## src/rtl/cv32e40x_lsu_split_sequencer_pkg.sv

```systemverilog
// Shared types and encodings for the LSU split sequencer slice.
package cv32e40x_lsu_split_sequencer_pkg;

  typedef struct packed {
    logic [31:0] addr;
    logic        we;
    logic [3:0]  be;
    logic [31:0] wdata;
    logic [1:0]  memtype;
  } obi_data_req_t;

  typedef struct packed {
    logic [31:0] rdata;
    logic [0:0]  err;
  } obi_data_resp_t;

  localparam logic [1:0] SIZE_BYTE = 2'b00;
  localparam logic [1:0] SIZE_HALF = 2'b01;
  localparam logic [1:0] SIZE_WORD = 2'b10;

  typedef logic [1:0] split_state_e;
  localparam split_state_e IDLE   = 2'd0;
  localparam split_state_e ISSUE2 = 2'd1;
  localparam split_state_e WAIT   = 2'd2;
  localparam split_state_e REJECT = 2'd3;

  // Size 2'b11 is illegal and handled as a full word.
  function automatic logic [3:0] size_mask(input logic [1:0] size);
    case (size)
      SIZE_BYTE: return 4'h1;
      SIZE_HALF: return 4'h3;
      default:   return 4'hF;
    endcase
  endfunction

endpackage

```

## src/rtl/cv32e40x_lsu_split_merge.sv

```systemverilog
// Byte-enable / store-data rotation for outgoing transfers and
// load-data merge plus sign/zero extension for the returning response.
module cv32e40x_lsu_split_merge
  import cv32e40x_lsu_split_sequencer_pkg::*;
(
  input  logic [1:0]  req_off,
  input  logic [1:0]  req_size,
  input  logic [31:0] req_wdata,
  output logic [3:0]  be_lo,
  output logic [3:0]  be_hi,
  output logic        split,
  output logic [31:0] wdata_rot,
  input  logic [1:0]  rsp_off,
  input  logic [1:0]  rsp_size,
  input  logic        rsp_sext,
  input  logic        rsp_we,
  input  logic        rsp_split,
  input  logic [31:0] rdata_lo,
  input  logic [31:0] rdata_hi,
  output logic [31:0] rdata
);

  logic [7:0]  be64;
  logic [4:0]  wsh;
  logic [4:0]  rsh;
  logic [31:0] d32;

  always_comb begin
    be64  = {4'h0, size_mask(req_size)} << req_off;
    be_lo = be64[3:0];
    be_hi = be64[7:4];
    split = |be64[7:4];

    wsh       = {req_off, 3'b000};
    wdata_rot = (req_wdata << wsh) | (req_wdata >> (6'd32 - {1'b0, wsh}));

    // Aligned accesses only have the low word; the upper half reads as zero.
    rsh = {rsp_off, 3'b000};
    d32 = 32'({(rsp_split ? rdata_hi : 32'h0), rdata_lo} >> rsh);

    case (rsp_size)
      SIZE_BYTE: rdata = {{24{rsp_sext & d32[7]}}, d32[7:0]};
      SIZE_HALF: rdata = {{16{rsp_sext & d32[15]}}, d32[15:0]};
      default:   rdata = d32;
    endcase
    if (rsp_we) rdata = 32'h0;
  end

endmodule

```

## src/rtl/cv32e40x_lsu_split_sequencer.sv

```systemverilog
// Turns one LSU request into one or two OBI transfers and merges the
// returning responses into a single LSU response.
//
// state  | meaning
// IDLE   | ready for a request; transfer 1 driven combinationally
// ISSUE2 | holding transfer 2 (high word) until accepted
// WAIT   | all transfers issued, counting outstanding responses
// REJECT | one-cycle error response for a refused misaligned access
module cv32e40x_lsu_split_sequencer
  import cv32e40x_lsu_split_sequencer_pkg::*;
#(
  parameter bit ALLOW_MISALIGNED = 1'b1
) (
  input  logic           clk,
  input  logic           rst_n,
  input  logic           valid_i,
  output logic           ready_o,
  input  logic [31:0]    addr_i,
  input  logic           we_i,
  input  logic [1:0]     size_i,
  input  logic           sext_i,
  input  logic [31:0]    wdata_i,
  input  logic [1:0]     memtype_i,
  output logic           trans_valid_o,
  input  logic           trans_ready_i,
  output obi_data_req_t  trans_o,
  input  logic           resp_valid_i,
  input  obi_data_resp_t resp_i,
  output logic           resp_valid_o,
  output logic [31:0]    rdata_o,
  output logic           err_o,
  output logic           misaligned_o,
  output logic           busy_o
);

  split_state_e  state_q, state_d;
  logic [1:0]    resp_cnt_q, resp_cnt_d;
  logic [1:0]    off_q;
  logic [1:0]    size_q;
  logic          sext_q;
  logic          we_q;
  logic          split_q;
  obi_data_req_t trans2_q;
  logic [31:0]   rdata_lo_q;
  logic          err_acc_q;

  logic [3:0]    be_lo, be_hi;
  logic          split;
  logic [31:0]   wdata_rot;
  logic [31:0]   merged_rdata;
  logic          reject;
  logic          accept;
  logic          resp_active;

  cv32e40x_lsu_split_merge u_merge (
    .req_off   (addr_i[1:0]),
    .req_size  (size_i),
    .req_wdata (wdata_i),
    .be_lo     (be_lo),
    .be_hi     (be_hi),
    .split     (split),
    .wdata_rot (wdata_rot),
    .rsp_off   (off_q),
    .rsp_size  (size_q),
    .rsp_sext  (sext_q),
    .rsp_we    (we_q),
    .rsp_split (split_q),
    .rdata_lo  (split_q ? rdata_lo_q : resp_i.rdata),
    .rdata_hi  (resp_i.rdata),
    .rdata     (merged_rdata)
  );

  assign reject      = !ALLOW_MISALIGNED && split;
  assign accept      = (state_q == IDLE) && valid_i && ready_o;
  assign resp_active = (state_q == ISSUE2) || (state_q == WAIT);
  assign busy_o      = (state_q != IDLE);

  always_comb begin
    state_d       = state_q;
    resp_cnt_d    = resp_cnt_q;
    ready_o       = 1'b0;
    trans_valid_o = 1'b0;
    trans_o       = trans2_q;
    resp_valid_o  = 1'b0;
    rdata_o       = 32'h0;
    err_o         = 1'b0;
    misaligned_o  = 1'b0;

    case (state_q)
      IDLE: begin
        trans_o = '{addr: {addr_i[31:2], 2'b00}, we: we_i, be: be_lo,
                    wdata: wdata_rot, memtype: memtype_i};
        if (reject) begin
          ready_o = 1'b1;
          if (valid_i) state_d = REJECT;
        end else begin
          ready_o       = trans_ready_i;
          trans_valid_o = valid_i;
          if (valid_i && trans_ready_i) begin
            state_d    = split ? ISSUE2 : WAIT;
            resp_cnt_d = split ? 2'd2 : 2'd1;
          end
        end
      end
      ISSUE2: begin
        trans_valid_o = 1'b1;
        if (trans_ready_i) state_d = WAIT;
      end
      REJECT: begin
        resp_valid_o = 1'b1;
        err_o        = 1'b1;
        misaligned_o = 1'b1;
        state_d      = IDLE;
      end
      default: ;
    endcase

    // The low-word response may already arrive while transfer 2 is pending.
    if (resp_active && resp_valid_i && (resp_cnt_q != 2'd0)) begin
      resp_cnt_d = resp_cnt_q - 2'd1;
      if (resp_cnt_q == 2'd1) begin
        resp_valid_o = 1'b1;
        rdata_o      = merged_rdata;
        err_o        = err_acc_q | resp_i.err[0];
        misaligned_o = split_q;
        state_d      = IDLE;
      end
    end
  end

  always_ff @(posedge clk or negedge rst_n) begin
    if (!rst_n) begin
      state_q    <= IDLE;
      resp_cnt_q <= 2'd0;
      off_q      <= 2'd0;
      size_q     <= 2'd0;
      sext_q     <= 1'b0;
      we_q       <= 1'b0;
      split_q    <= 1'b0;
      trans2_q   <= '0;
      rdata_lo_q <= 32'h0;
      err_acc_q  <= 1'b0;
    end else begin
      state_q    <= state_d;
      resp_cnt_q <= resp_cnt_d;
      if (accept) begin
        off_q      <= addr_i[1:0];
        size_q     <= size_i;
        sext_q     <= sext_i;
        we_q       <= we_i;
        split_q    <= split;
        trans2_q   <= '{addr: {addr_i[31:2], 2'b00} + 32'd4, we: we_i, be: be_hi,
                        wdata: wdata_rot, memtype: memtype_i};
        rdata_lo_q <= 32'h0;
        err_acc_q  <= 1'b0;
      end else if (resp_active && resp_valid_i && (resp_cnt_q == 2'd2)) begin
        rdata_lo_q <= resp_i.rdata;
        err_acc_q  <= resp_i.err[0];
      end
    end
  end

  a_no_cnt_underflow : assert property (@(posedge clk) disable iff (!rst_n)
    (resp_valid_i && resp_active) |-> (resp_cnt_q != 2'd0));

  a_no_resp_in_idle : assert property (@(posedge clk) disable iff (!rst_n)
    resp_valid_i |-> (state_q != IDLE));

  a_trans_stable : assert property (@(posedge clk) disable iff (!rst_n)
    (trans_valid_o && !trans_ready_i) |=> (trans_valid_o && $stable(trans_o)));

endmodule

```

## config.mk

```make
export PLATFORM = sky130hd
export DESIGN_NAME = cv32e40x_lsu_split_sequencer
export DESIGN_NICKNAME = d
export VERILOG_FILES = /design/src/rtl/cv32e40x_lsu_split_sequencer_pkg.sv /design/src/rtl/cv32e40x_lsu_split_merge.sv /design/src/rtl/cv32e40x_lsu_split_sequencer.sv
export SDC_FILE = /design/constraint.sdc
export NUM_CORES = 1
export LEC_CHECK = 0
export CORE_ASPECT_RATIO = 1.75
export CORE_MARGIN = 2
export CORE_UTILIZATION = 35
export DETAILED_ROUTE_END_ITERATION = 7
export GPL_TIMING_DRIVEN = 0
export HOLD_SLACK_MARGIN = 0.1
export PLACE_DENSITY = 0.67
export REMOVE_ABC_BUFFERS = 1
export SLEW_MARGIN = 25
export SYNTH_ARGS = -nofsm -noshare
export SYNTH_HDL_FRONTEND = slang
export SYNTH_SLANG_ARGS = --single-unit
```

## constraint.sdc

```tcl
create_clock -name clk -period 3.3 [get_ports clk]
set_input_delay 0.33 -clock clk [delete_from_list [all_inputs] [get_ports clk]]
set_output_delay 0.33 -clock clk [all_outputs]
set_load 0.1 [all_outputs]
```

---- After elaboration in Yosys (flattened, before gate mapping) ----
Index checks and enable logic that the tools add are counted.
word-level totals
  output and inout bits ................... 109
  register bits ........................... 114
  word-level logic and storage cells ...... 79
cells by class
  multiplexer cells ....................... 31
  bitwise logic cells ..................... 4
  shifts and indexed selects .............. 4
  reduce and logical (&&, ||, !) cells .... 17
  eq/ne operators ......................... 7
  $add $sub $neg .......................... 3
operators by type and width
  operator                                              number
  2-to-1 mux 32 bit                                     7
  2-to-1 mux 71 bit                                     1
  one-hot mux 32 bit (2 select lines)                   1
  >> shifter 64 x 5 -> 32 bit                           1
  adder 32 x 3 -> 32 bit (second input constant)        1
  OR 32 bit                                             1
  << shifter 32 x 5 -> 32 bit                           1
  >> shifter 32 x 6 -> 32 bit                           1
  2-to-1 mux 2 bit                                      9
  2-to-1 mux 1 bit                                      10
  nonzero test 2 bit                                    5
  equality test 2 x 1 -> 1 bit (second input constant)  4
  one-hot mux 4 bit (2 select lines)                    1
  << shifter 4 x 2 -> 8 bit                             1
  equality test 2 bit (second input constant)           3
  logical AND 1 bit                                     6
  zero test 2 bit                                       3
  one-hot mux 2 bit (3 select lines)                    1
  subtractor 6 x 5 -> 6 bit (first input constant)      1
  OR reduction 4 bit                                    1
  bitwise AND 1 bit                                     2
  one-hot mux 1 bit (2 select lines)                    1
  AND reduction 2 bit                                   1
  subtractor 2 x 1 -> 2 bit (second input constant)     1
  2 further kinds                                       2

---- Longest topological paths before layout ----
  depth after elaboration ................. 9
  gate-level depth with buffers ........... 10

---- By module ----
Synthesis repeated with hierarchy kept, for this count alone.
second synthesis, totals
  cells, all modules ...................... 1,044
  area total of the unflattened synthesis .. 8,710.9 µm²
by module, submodules not included
  module                        cells each  seq. area each (µm²)  instances  area each (µm²)
  cv32e40x_lsu_split_sequencer  728         2,802.7               1          6,456.2
  cv32e40x_lsu_split_merge      316         0.0                   1          2,254.7

---- Least setup slack after synthesis ----
Ideal clock, no wire load.
  path kind ............................... register to output
  start point ............................. register state_q[1]
  end point ............................... output rdata_o[7]
  arrival time ............................ 4.225 ns
  path buffers ............................ 0
  data required time ...................... 2.970 ns
  slack ................................... -1.255 ns
  stages on the path, launching flop included .. 7
  path through ............................ dfrtp_1 > inv_1 > ha_1 > nand2_1 > nor2_1 > nand3b_1 > nor4_1
on the way
  longest elaborated chain between the ends .. 5
ends and longest elaborated chain
  item                                                                        line                                 source
  start, declared                                                             cv32e40x_lsu_split_sequencer.sv:36   split_state_e state_q, state_d;
  start signal, assigned                                                      cv32e40x_lsu_split_sequencer.sv:144  state_q <= state_d;
  equality test 2 x 1 -> 1 bit / equality test 2 bit (equally long branches)  cv32e40x_lsu_split_sequencer.sv:75   assign resp_active = (state_q == ISSUE2) || (state_q == WAIT);
  logical OR 1 bit *                                                          cv32e40x_lsu_split_sequencer.sv:75
  logical AND 1 bit * (2 in series)                                           cv32e40x_lsu_split_sequencer.sv:119  if (resp_active && resp_valid_i && (resp_cnt_q != 2'd0)) begin
  2-to-1 mux 32 bit *                                                         cv32e40x_lsu_split_sequencer.sv:119
  end, declared                                                               cv32e40x_lsu_split_sequencer.sv:30   output logic [31:0] rdata_o,
Every way passes the cells marked *; elsewhere a longest branch is shown, timed or not.

==> impl_summary.md <==
Finish
The filler cells instantiated in the layout total 2239. The library cells used most frequently in the layout, excluding fill and tap cells, are sky130_fd_sc_hd__nand2_1, sky130_fd_sc_hd__a21oi_1, sky130_fd_sc_hd__clkdlybuf4s50_1. The final cell count without fillers is 1492. The fraction of layout instances using a drive strength above 1 is 17.46%. The synthesis-to-layout area growth is 33.16%. The most common cell after layout, fill and taps aside is sky130_fd_sc_hd__nand2_1. The multi-input combinational cell area is 5035 µm².

After the last flow step, the layout net total stands at 1303. The area taken by flip-flops and latches is 2786 µm². Cells fill 47.43% of the core in the end.

Global route
The number of global-route vias before repair is 7969. The initial antenna violation count is 1. The leftover overflow at the end of global routing is 0. The first global-routing pass estimated 42080 µm of wire. The aggregate global-route resource usage is 21.56%. Entering global routing, the biggest net connects 71 pins.

Floorplanning
In this run the vertical extent of the chip is 205.3 µm. The horizontal die dimension is 119 µm. The number of placement rows is 73. The I/O pin count is 217.

The effective utilization at floorplan is 35.62%. In this run the standard cell core region covers 22740 µm². The floorplan step defined a die boundary enclosing 24420 µm².

STA
The ratio of final minimum period to clock period is 97.95%. For the final database, setup skew stands at 0.01205 ns. The total count of hold-check failures in the final report is 0. The worst slew margin relative to its limit is 29.44%. Setup repair after global routing left no endpoint under its margin. The number of endpoints failing setup at the final stage is 0. The measured slew at the worst slew-check pin is 1.055 ns. The minimum clock period is 3.232 ns. The final total negative setup slack is 0 ns. The max-slew violation count is 0. The top achievable clock speed is 309.4 MHz.

Hold path
The path class of the tightest hold or removal check is primary input to flop. The hold path endpoint is trans2_q[35]. Along the worst hold path, the cell count comes to 3. The launch instance of the worst min-delay path is addr_i[1].

Synthesis
In the synthesized netlist the async set-or-reset flop fraction comes to 100.0%. The total of flip-flops plus latches after synthesis is 111. sky130_fd_sc_hd__dfrtp_1 takes more of the synthesized area than any other cell.

The average cell area after synthesis is 7.934 µm². Summed over its instances, the top area cell type makes up 34.29% of the synthesized netlist area. Of the synthesized area, sequential elements account for 34.29%. In the synthesized netlist the dominant register cell turns out to be sky130_fd_sc_hd__dfrtp_1.

Synthesis produced a netlist whose cell count is 1021. The number of synthesized flops with an enable pin is 0. For this run, the number of Yosys warnings is 0. The number of different library cells used by synthesis comes to 61.

By area the synthesized netlist is led by sky130_fd_sc_hd__dfrtp_1, sky130_fd_sc_hd__nand2_1, sky130_fd_sc_hd__a21oi_1, sky130_fd_sc_hd__mux2_2, sky130_fd_sc_hd__o21ai_0. The mapped netlist covers 8100 µm².

Worst setup path
The count of buffer and inverter cells on the critical path is 3. Walking the worst path, the cells encountered are buf_4 > clkinvlp_4 > ha_4 > nor2b_4 > nor2b_4 > a211oi_1 > a21oi_1 > buf_4. The count of cells along the worst register-to-register path is 8. In this run the critical register-to-register path is captured at trans2_q[70]. The arrival time of data at the critical path endpoint is 2.90 ns. In this run the worst path has a maximum fanout of 32. The nature of the critical path startpoint is a primary input. The type of the worst setup path is primary input to primary output. The number of cells on the critical path is 8. The family with the most delay on the worst path is buffers and inverters.

The endpoint kind of the worst setup timing path is a primary output. The worst register-to-register path has a setup slack of 0.36 ns. The cell with the largest stage delay on the worst path is sky130_fd_sc_hd__ha_4.

The critical register-to-register path startpoint is state_q[1]. The highest cell delay on the worst timing path is 0.41 ns. For the worst setup path, the data required time is 2.97 ns.

Clock tree
After clock tree synthesis, the clock-pin slew on the worst setup and hold paths is 0.08 ns. TritonCTS built the clock tree. The total CTS buffers is 9. The cell sitting at the root of the clock tree is a sky130_fd_sc_hd__clkbuf_16. The latest clock arrival within the worst-skew pair is 0.36 ns. The longest clock path from root to sink contains 2 buffers. Counting every sink on the clock net gives 111.

The number of H-tree levels is 3.

Detailed routing
The first detailed-routing pass ran for 7 iterations. The wire length per cell after detailed routing is 17.77 µm. The final wirelength is 26510 µm. In the routed design, unresolved DRC markers number 0. After the first detailed-routing iteration, the DRC count stood at 502. The remaining antenna violation count after routing is 0. In the routed layout, each cell is associated on average with a via count of 5.396. The routed layout has 8051 vias.

Placement
The placer congestion estimate is 0.8610. During placement, the flow inserted port buffers numbering 214. Detailed placement finished with a half-perimeter wire length of 18870 µm.

The number of placed instances, taps included, is 1466.

Run status
The flow ran to the end, and the final reports show no timing, DRC or antenna violations.

Flow run
The count of maximum capacitance violations is 0.
worst max-delay path by stage:
stage / end / start / slack, ns
CTS: trans_o[62] / state_q[1] / 0.0004
finish: trans_o[10] / addr_i[1] / 0.07
floorplan: trans2_q[70] / state_q[1] / -5.06
detailed placement: trans_o[10] / addr_i[1] / -2.33
global route: rdata_o[15] / state_q[0] / 0.0002
global placement: split_q / state_q[0] / -5.93
repair_timing:
| item | in CTS | in global routing |
|---|---|---|
| hold buffers | 1 | 0 |
| endpoints found under the hold margin | 41 | 0 |
| setup buffers | 3 | 5 |
| gates resized for setup | 343 | 45 |
| setup endpoints to repair | 97 | 68 |
| pin swaps | 2 | 1 |
through the flow:
| step | hold WS (ns) | setup WS [ns] | cell area (µm²) |
|---|---|---|---|
| after global placement | 0.4581 | -5.928 | 10260 |
| after CTS | 0.4025 | 0.0003548 | 10690 |
| final | 0.4239 | 0.06756 | 10790 |
| after detailed placement | 0.2520 | -2.328 | 10500 |
| after global routing | 0.4469 | 0.0002083 | 10790 |
| after floorplan | 0.03441 | -5.055 | 7744 |
registers in the layout, summed over array words and instances (netlist names):
name and flops:
resp_cnt_q 2, err_acc_q 1, split_q 1, state_q 2, off_q 2, size_q 2
rdata_lo_q 32, trans2_q 68, sext_q 1
worst min-delay path: stages:
cell and delay, ns:
sky130_fd_sc_hd__buf_4 0.23, sky130_fd_sc_hd__nand2_1 0.10, sky130_fd_sc_hd__o21ai_0 0.07
routing by layer:
metal  vias up  share of wire (%)  global-route usage (%)
li1       3916                  -                       -
met1      3801                 39                   24.41
met2       268                 52                   38.98
met3        66                4.4                   3.076
met4         0                4.4                   11.31
met5         -                  0                       0
cell usage after synthesis (10+ instances only):
library cell,n
sky130_fd_sc_hd__nor2b_1,10
sky130_fd_sc_hd__nor2_1,84
sky130_fd_sc_hd__a21oi_1,153
sky130_fd_sc_hd__nand2b_1,10
sky130_fd_sc_hd__nand3_1,26
sky130_fd_sc_hd__and3_1,12
sky130_fd_sc_hd__a22oi_1,16
sky130_fd_sc_hd__dfrtp_1,111
sky130_fd_sc_hd__clkbuf_1,48
sky130_fd_sc_hd__xor2_1,20
sky130_fd_sc_hd__buf_1,11
sky130_fd_sc_hd__o21ai_0,77
sky130_fd_sc_hd__inv_1,10
sky130_fd_sc_hd__nand2_1,210
sky130_fd_sc_hd__mux2i_1,37
sky130_fd_sc_hd__mux2_2,54
kinds of logic (layout without fill, tap and decap cells):
| kind of cell | Yosys count | in the layout | share of synthesized area (%) |
|---|---|---|---|
| mux | 99 | 99 | 14.16 |
| flops | 111 | 111 | 34.29 |
| other cells | 1 | 3 | 0.04629 |
| xor+xnor | 27 | 27 | 2.919 |
| buf+inv | 90 | 259 | 5.005 |
| compound gates | 300 | 300 | 21.21 |
| simple gates | 384 | 384 | 20.98 |
| fa+ha+maj | 9 | 9 | 1.390 |
cell type report:
type                    instances  share of cell area (%)
repair buffers                231                   20.75
inverters                      12                  0.5104
clock inverters                 5                  0.3828
multi-input cells             821                   46.68
clock buffers                  11                   2.343
well taps                     300                   3.480
flip-flops and latches        111                   25.83
diodes                          1                 0.02320
Power is left out: the tool's default activity adds up to more than one toggle a clock period on the data nets, which glitch-free logic cannot reach.
